--- src/rtl/bp_cfg_loader.sv ---
// bp_cfg_loader: post-reset cfg sequencer (freeze, core id, CCE ucode, mode, unfreeze per core);
// define BP_CFG_LOADER_READBACK_EN to read back FREEZE/CORE_ID/MODE writes and flag mismatches on err_o.
module bp_cfg_loader #(
    parameter int num_core_p        = 1,
    parameter int cfg_core_width_p  = 8,
    parameter int cfg_addr_width_p  = 16,
    parameter int cfg_data_width_p  = 64,
    parameter int cce_pc_width_p    = 8,
    parameter int cce_instr_width_p = 48,
    parameter int cce_mode_p        = 1
) (
    input  logic                         clk_i,
    input  logic                         reset_n_i,
    output logic                         cfg_v_o,
    output logic                         cfg_w_o,
    output logic [cfg_core_width_p-1:0]  cfg_core_o,
    output logic [cfg_addr_width_p-1:0]  cfg_addr_o,
    output logic [cfg_data_width_p-1:0]  cfg_data_o,
    input  logic                         cfg_ready_i,
    output logic [cce_pc_width_p-1:0]    ucode_addr_o,
    input  logic [cce_instr_width_p-1:0] ucode_data_i,
    output logic                         busy_o,
    output logic                         done_o,
    input  logic                         cfg_rdata_v_i,
    input  logic [cfg_data_width_p-1:0]  cfg_rdata_i,
    output logic                         err_o
);
    localparam int core_w_lp = (num_core_p > 1) ? $clog2(num_core_p) : 1;
    localparam logic [cfg_addr_width_p-1:0] uc_base_lp = cfg_addr_width_p'(32'h8000);
    typedef enum logic [3:0] {
        S_RESET, S_FREEZE, S_CORE_ID, S_UC_FETCH, S_UC_SEND,
        S_MODE, S_UNFREEZE, S_NEXT, S_DONE, S_RD_REQ, S_RD_WAIT
    } state_e;
    state_e state_q, state_n, vs, succ;
    logic [core_w_lp-1:0]        core_q, core_n;
    logic [cce_pc_width_p-1:0]   idx_q, idx_n;
    logic [cfg_data_width_p-1:0] uc_q, uc_n;
    logic [cfg_addr_width_p-1:0] wr_addr;
    logic [cfg_data_width_p-1:0] wr_data;
`ifdef BP_CFG_LOADER_READBACK_EN
    state_e rb_q, rb_n;
    logic   err_q, err_n;
    // While reading back, address/data/successor are those of the write being checked
    assign vs    = (state_q == S_RD_REQ || state_q == S_RD_WAIT) ? rb_q : state_q;
    assign err_o = err_q;
`else
    logic unused_rb;
    assign vs        = state_q;
    assign err_o     = 1'b0;
    assign unused_rb = ^{cfg_rdata_v_i, cfg_rdata_i};
`endif
    assign ucode_addr_o = idx_q;
    assign busy_o       = (state_q != S_RESET) && (state_q != S_DONE);
    assign done_o       = (state_q == S_DONE);
    always_comb begin
        wr_addr = (vs == S_UC_SEND) ? (uc_base_lp | cfg_addr_width_p'(idx_q))
                : (vs == S_CORE_ID) ? cfg_addr_width_p'(1)
                : (vs == S_MODE)    ? cfg_addr_width_p'(2) : '0;
        wr_data = (vs == S_UC_SEND) ? uc_q
                : (vs == S_FREEZE)  ? cfg_data_width_p'(1)
                : (vs == S_CORE_ID) ? cfg_data_width_p'(core_q)
                : (vs == S_MODE)    ? cfg_data_width_p'(cce_mode_p) : '0;
        succ    = (vs == S_FREEZE)  ? S_CORE_ID
                : (vs == S_CORE_ID) ? S_UC_FETCH
                : (vs == S_MODE)    ? S_UNFREEZE : S_NEXT;
    end
    always_comb begin
        state_n = state_q;
        core_n  = core_q;
        idx_n   = idx_q;
        uc_n    = uc_q;
`ifdef BP_CFG_LOADER_READBACK_EN
        rb_n    = rb_q;
        err_n   = err_q;
`endif
        cfg_v_o = 1'b0;
        cfg_w_o = 1'b0;
        case (state_q)
            S_RESET: state_n = S_FREEZE;
            S_FREEZE, S_CORE_ID, S_MODE, S_UNFREEZE: begin
                cfg_v_o = 1'b1;
                cfg_w_o = 1'b1;
`ifdef BP_CFG_LOADER_READBACK_EN
                rb_n    = cfg_ready_i ? state_q : rb_q;
                state_n = !cfg_ready_i ? state_q : (state_q == S_UNFREEZE) ? S_NEXT : S_RD_REQ;
`else
                state_n = cfg_ready_i ? succ : state_q;
`endif
            end
            S_UC_FETCH: begin
                uc_n    = cfg_data_width_p'(ucode_data_i);
                state_n = S_UC_SEND;
            end
            S_UC_SEND: begin
                cfg_v_o = 1'b1;
                cfg_w_o = 1'b1;
                idx_n   = cfg_ready_i ? idx_q + cce_pc_width_p'(1) : idx_q;
                state_n = !cfg_ready_i ? state_q : (&idx_q) ? S_MODE : S_UC_FETCH;
            end
            S_NEXT: begin
                core_n  = (core_q == core_w_lp'(num_core_p - 1)) ? core_q : core_q + core_w_lp'(1);
                state_n = (core_q == core_w_lp'(num_core_p - 1)) ? S_DONE : S_FREEZE;
            end
            S_DONE: state_n = S_DONE;
`ifdef BP_CFG_LOADER_READBACK_EN
            S_RD_REQ: begin
                cfg_v_o = 1'b1;
                state_n = cfg_ready_i ? S_RD_WAIT : state_q;
            end
            S_RD_WAIT: begin
                err_n   = err_q | (cfg_rdata_v_i && (cfg_rdata_i != wr_data));
                state_n = cfg_rdata_v_i ? succ : state_q;
            end
`endif
            default: state_n = S_RESET;
        endcase
        cfg_core_o = cfg_v_o ? cfg_core_width_p'(core_q) : '0;
        cfg_addr_o = cfg_v_o ? wr_addr : '0;
        cfg_data_o = (cfg_v_o && cfg_w_o) ? wr_data : '0;
    end
    always_ff @(posedge clk_i) begin
        if (!reset_n_i) begin
            state_q <= S_RESET;
            core_q  <= '0;
            idx_q   <= '0;
            uc_q    <= '0;
        end else begin
            state_q <= state_n;
            core_q  <= core_n;
            idx_q   <= idx_n;
            uc_q    <= uc_n;
        end
    end
`ifdef BP_CFG_LOADER_READBACK_EN
    always_ff @(posedge clk_i) begin
        if (!reset_n_i) begin
            rb_q  <= S_RESET;
            err_q <= 1'b0;
        end else begin
            rb_q  <= rb_n;
            err_q <= err_n;
        end
    end
`endif
endmodule

--- config.mk ---
export PLATFORM = sky130hd
export DESIGN_NAME = bp_cfg_loader
export DESIGN_NICKNAME = d
export VERILOG_FILES = /design/src/rtl/bp_cfg_loader.sv
export SDC_FILE = /design/constraint.sdc
export NUM_CORES = 1
export LEC_CHECK = 0
export BUFFER_PORTS_ARGS = -buffer_cell sky130_fd_sc_hd__buf_2
export CAP_MARGIN = 15
export CORE_MARGIN = 4
export CORE_UTILIZATION = 41
export DETAILED_ROUTE_END_ITERATION = 12
export PLACE_DENSITY = 0.8
export SYNTH_ARGS = -nofsm -noshare
export SYNTH_HDL_FRONTEND = slang
export SYNTH_SLANG_ARGS = --single-unit
--- constraint.sdc ---
create_clock -name clk_i -period 2.03 [get_ports clk_i]
set_clock_uncertainty 0.05 [all_clocks]
set_input_delay 0.203 -clock clk_i [delete_from_list [all_inputs] [get_ports clk_i]]
set_output_delay 0.203 -clock clk_i [all_outputs]
set_load 0.1 [all_outputs]
==> parameters.txt <==
Parameter                              Value

Run status
  Run status    completed

Floorplanning
  Number of I/O pins    217
  Die height    ~94 um
  Placement Rows    31
  Die W    94.4 um
  Core Box Area    0.00725 sq mm
  Initial standard-cell utilization of the core    0.422
  Total Die Area    0.00891 sq mm

Synthesis
  Number of unique standard cell types used by synthesis    36
  Post-synth EDFFs    0
  Mapped Avg Cell Area    7.97 sq um
  Cells after Synth    384
  Post-synthesis sequential area ratio    0.392
  Most instantiated flip-flop cell in the synthesis netlist    dfxtp_1
  Proportion of synthesized flip-flops having asynchronous set or reset    0
  Synthesized area    0.00306 sq mm
  Syn. warnings    0
  Yosys reg bits    60

Drt
  Vias after detailed routing    between 2000 and 3000
  Average wire length per cell after detail routing    13.7 um
  Met3 routed WL    between 700 and 800 um
  Top Layer Used    met4
  DRC Markers    0
  Drt first-iter violations    102
  Routed wl met2    4410 um
  Total Routed Length    8370 um
  Via count normalized by instance count    between 4 and 5
  Count of antenna-violating nets left after detailed routing    0
  Routed metal-1 wire length    3100 um
  Number of detailed-route iterations in the first pass    4

CTS
  Hold_buf cts    0
  Post-CTS clock slew at the launch and capture registers of the worst setup and hold paths    ~70 ps
  CTS tree    done
  Max H-tree Level    3
  Insertion delay to the later sink of the worst-skew pair    330 ps
  Clock root buffer    clkbuf_8
  TritonCTS Buffers    9
  Clock net sink count    60
  Clock Tree Buf Depth    2

Finish
  Layout cells sized above 1    0.434
  Commonest non-fill, non-tap cell in the layout    nand2_1
  Net count, final    624
  Number of antenna diodes    0
  Commonest cells after routing, fill and taps aside    101 x nand2_1, 60 x buf_2, 60 x buf_12
  Core utilization of the finished layout    0.693
  Number of non-filler instances in the completed layout    611
  Final Cell Area    0.00503 sq mm
  P&R area growth vs syn    64.3%

Placed design
  Placement-stage worst setup slack    232 ps
  # port buffers    119
  Post-detail-place hpwl    5850 um
  Post-Place Cells    584
  Post-place instance area    0.00462 sq mm
  Final weighted congestion in routability-driven placement    roughly 0.83

Timing
  Transition time of the tightest slew-check pin    596 ps
  Hold slack    69.7 ps
  Total count of max-transition violations in the final report    0
  Setup violations, final    0
  Post-route fraction of the period consumed by the critical path    0.988
  Setup repair after global routing missed its margin    true
  Maximum operating frequency    roughly 500 MHz
  Final hold violation count    0
  PnR worst setup slack    24.5 ps
  Post-route setup TNS    0 ps
  Relative slew margins    0.603
  Final period demand of the worst path    2010 ps

Worst setup path
  Critical path fanouts, max    8
  Data arrival time of the critical path    1750 ps
  Critical Path Source Type    register
  CP Class    reg2out
  Element type at the critical path end    output port
  Required time worst endpoint    1780 ps

Pwr
  Power Total    3.02 mW
  Static Leakage    2.07 nW
  IR Drop Worst-Case VDD    0.338 mV
  Power density cells    between 600 and 700 mW/mm^2

Global routing
  Maximum number of pins on one net before global-route repair    40
  Final global-route overflow total    0
  Wire length of the first global-routing pass    12400 um
  Number of antenna violations at the first check in global routing    0
  Total routing resource utilization after global routing    0.173
  Via count of the first global-routing pass    2673

Flow run
  Maxcap violations    0

Worst hold path
  Worst hold-check path type    in2reg
[cell usage after synthesis, types with 2 or more instances]
library cell | n | area, sq um
inv_1 | 3 | 11.3
and2_1 | 61 | 382
nand4_1 | 3 | 18.8
dfxtp_1 | 60 | 1200
and3_1 | 3 | 18.8
nor2b_1 | 3 | 18.8
clkbuf_2 | 4 | 20.0
clkbuf_1 | 15 | 56.3
a21oi_1 | 4 | 20.0
nor3_1 | 3 | 15.0
buf_4 | 34 | 255
nand2_1 | 101 | 379
a31oi_1 | 2 | 12.5
nand2b_1 | 2 | 12.5
a21boi_1 | 3 | 22.5
o21ai_0 | 3 | 15.0
nor2_1 | 2 | 7.51
xnor2_1 | 6 | 52.6
a21boi_0 | 46 | 345
buf_2 | 6 | 30.0
nand3_1 | 5 | 25.0
[cell type report]
class / count / area (sq um)
Clock buffer: 12 / 155
Clock inverter: 4 / 46.3
Fill cell: 575 / 2220
Inverter: 3 / 11.3
Multi-Input combinational cell: 292 / 1750
Sequential cell: 60 / 1210
Tap cell: 99 / 124
Timing Repair Buffer: 141 / 1730
[worst max-delay path: stages (launching register included)]
cell       delay (ps)
dfxtp_4           370
nor4b_4           350
buf_6             210
clkbuf_16         170
and2_4            150
buf_12            170
[registers in the layout, summed over array words and instances, names as in the netlist]
register / count
uc_q: 48
ucode_addr_o: 8
state_q: 4
[cell families (layout without fill, tap and decap cells)]
| kind of cell | count (synthesis) | after routing | share of synthesized area |
|---|---|---|---|
| AND/OR/NAND/NOR | 189 | 189 | 0.307 |
| AO/OA/AOI/OAI | 63 | 63 | 0.148 |
| buffers and inverters | 63 | 160 | 0.126 |
| flip-flops | 60 | 60 | 0.392 |
| XOR/XNOR | 6 | 6 | 0.0172 |
| adder cells (fa/ha/maj) | 1 | 1 | 0.00409 |
| other | 1 | 32 | 0.00123 |
| multiplexers | 1 | 1 | 0.00368 |
[power by group]
part / internal (mW) / switching [mW]
sequential: 1.21 / 0.0265
combinational: 0.167 / 0.537
clock: 0.631 / 0.454
[path summary, 6_finish.rpt]
| check | cells after the start | slack (ps) | start | endpoint |
|---|---|---|---|---|
| hold / removal | 3 | 70 | ucode_data_i[3] | uc_q[3] |
| setup / recovery | 5 | 20 | state_q[0] | cfg_data_o[16] |
| setup reg to reg | 8 | 70 | state_q[0] | ucode_addr_o[5] |
| hold reg to reg | 2 | 410 | uc_q[32] | uc_q[32] |
[routing by layer]
| metal | vias up | track usage |
|---|---|---|
| li1 | 1417 | - |
| met1 | 1334 | 0.185 |
| met2 | 110 | 0.315 |
| met3 | 8 | 0.0645 |
| met4 | 0 | 0.0542 |
| met5 | - | 0 |
[what timing repair did]
item / 4_1_cts / 5_1_grt
endpoints found under the setup margin: 53 / 52
gates cloned: 0 / 5
pin swaps: 0 / 18
gates resized for setup: 3 / 37
buffers inserted: 0 / 6
Power figures use the tool's default switching activity.
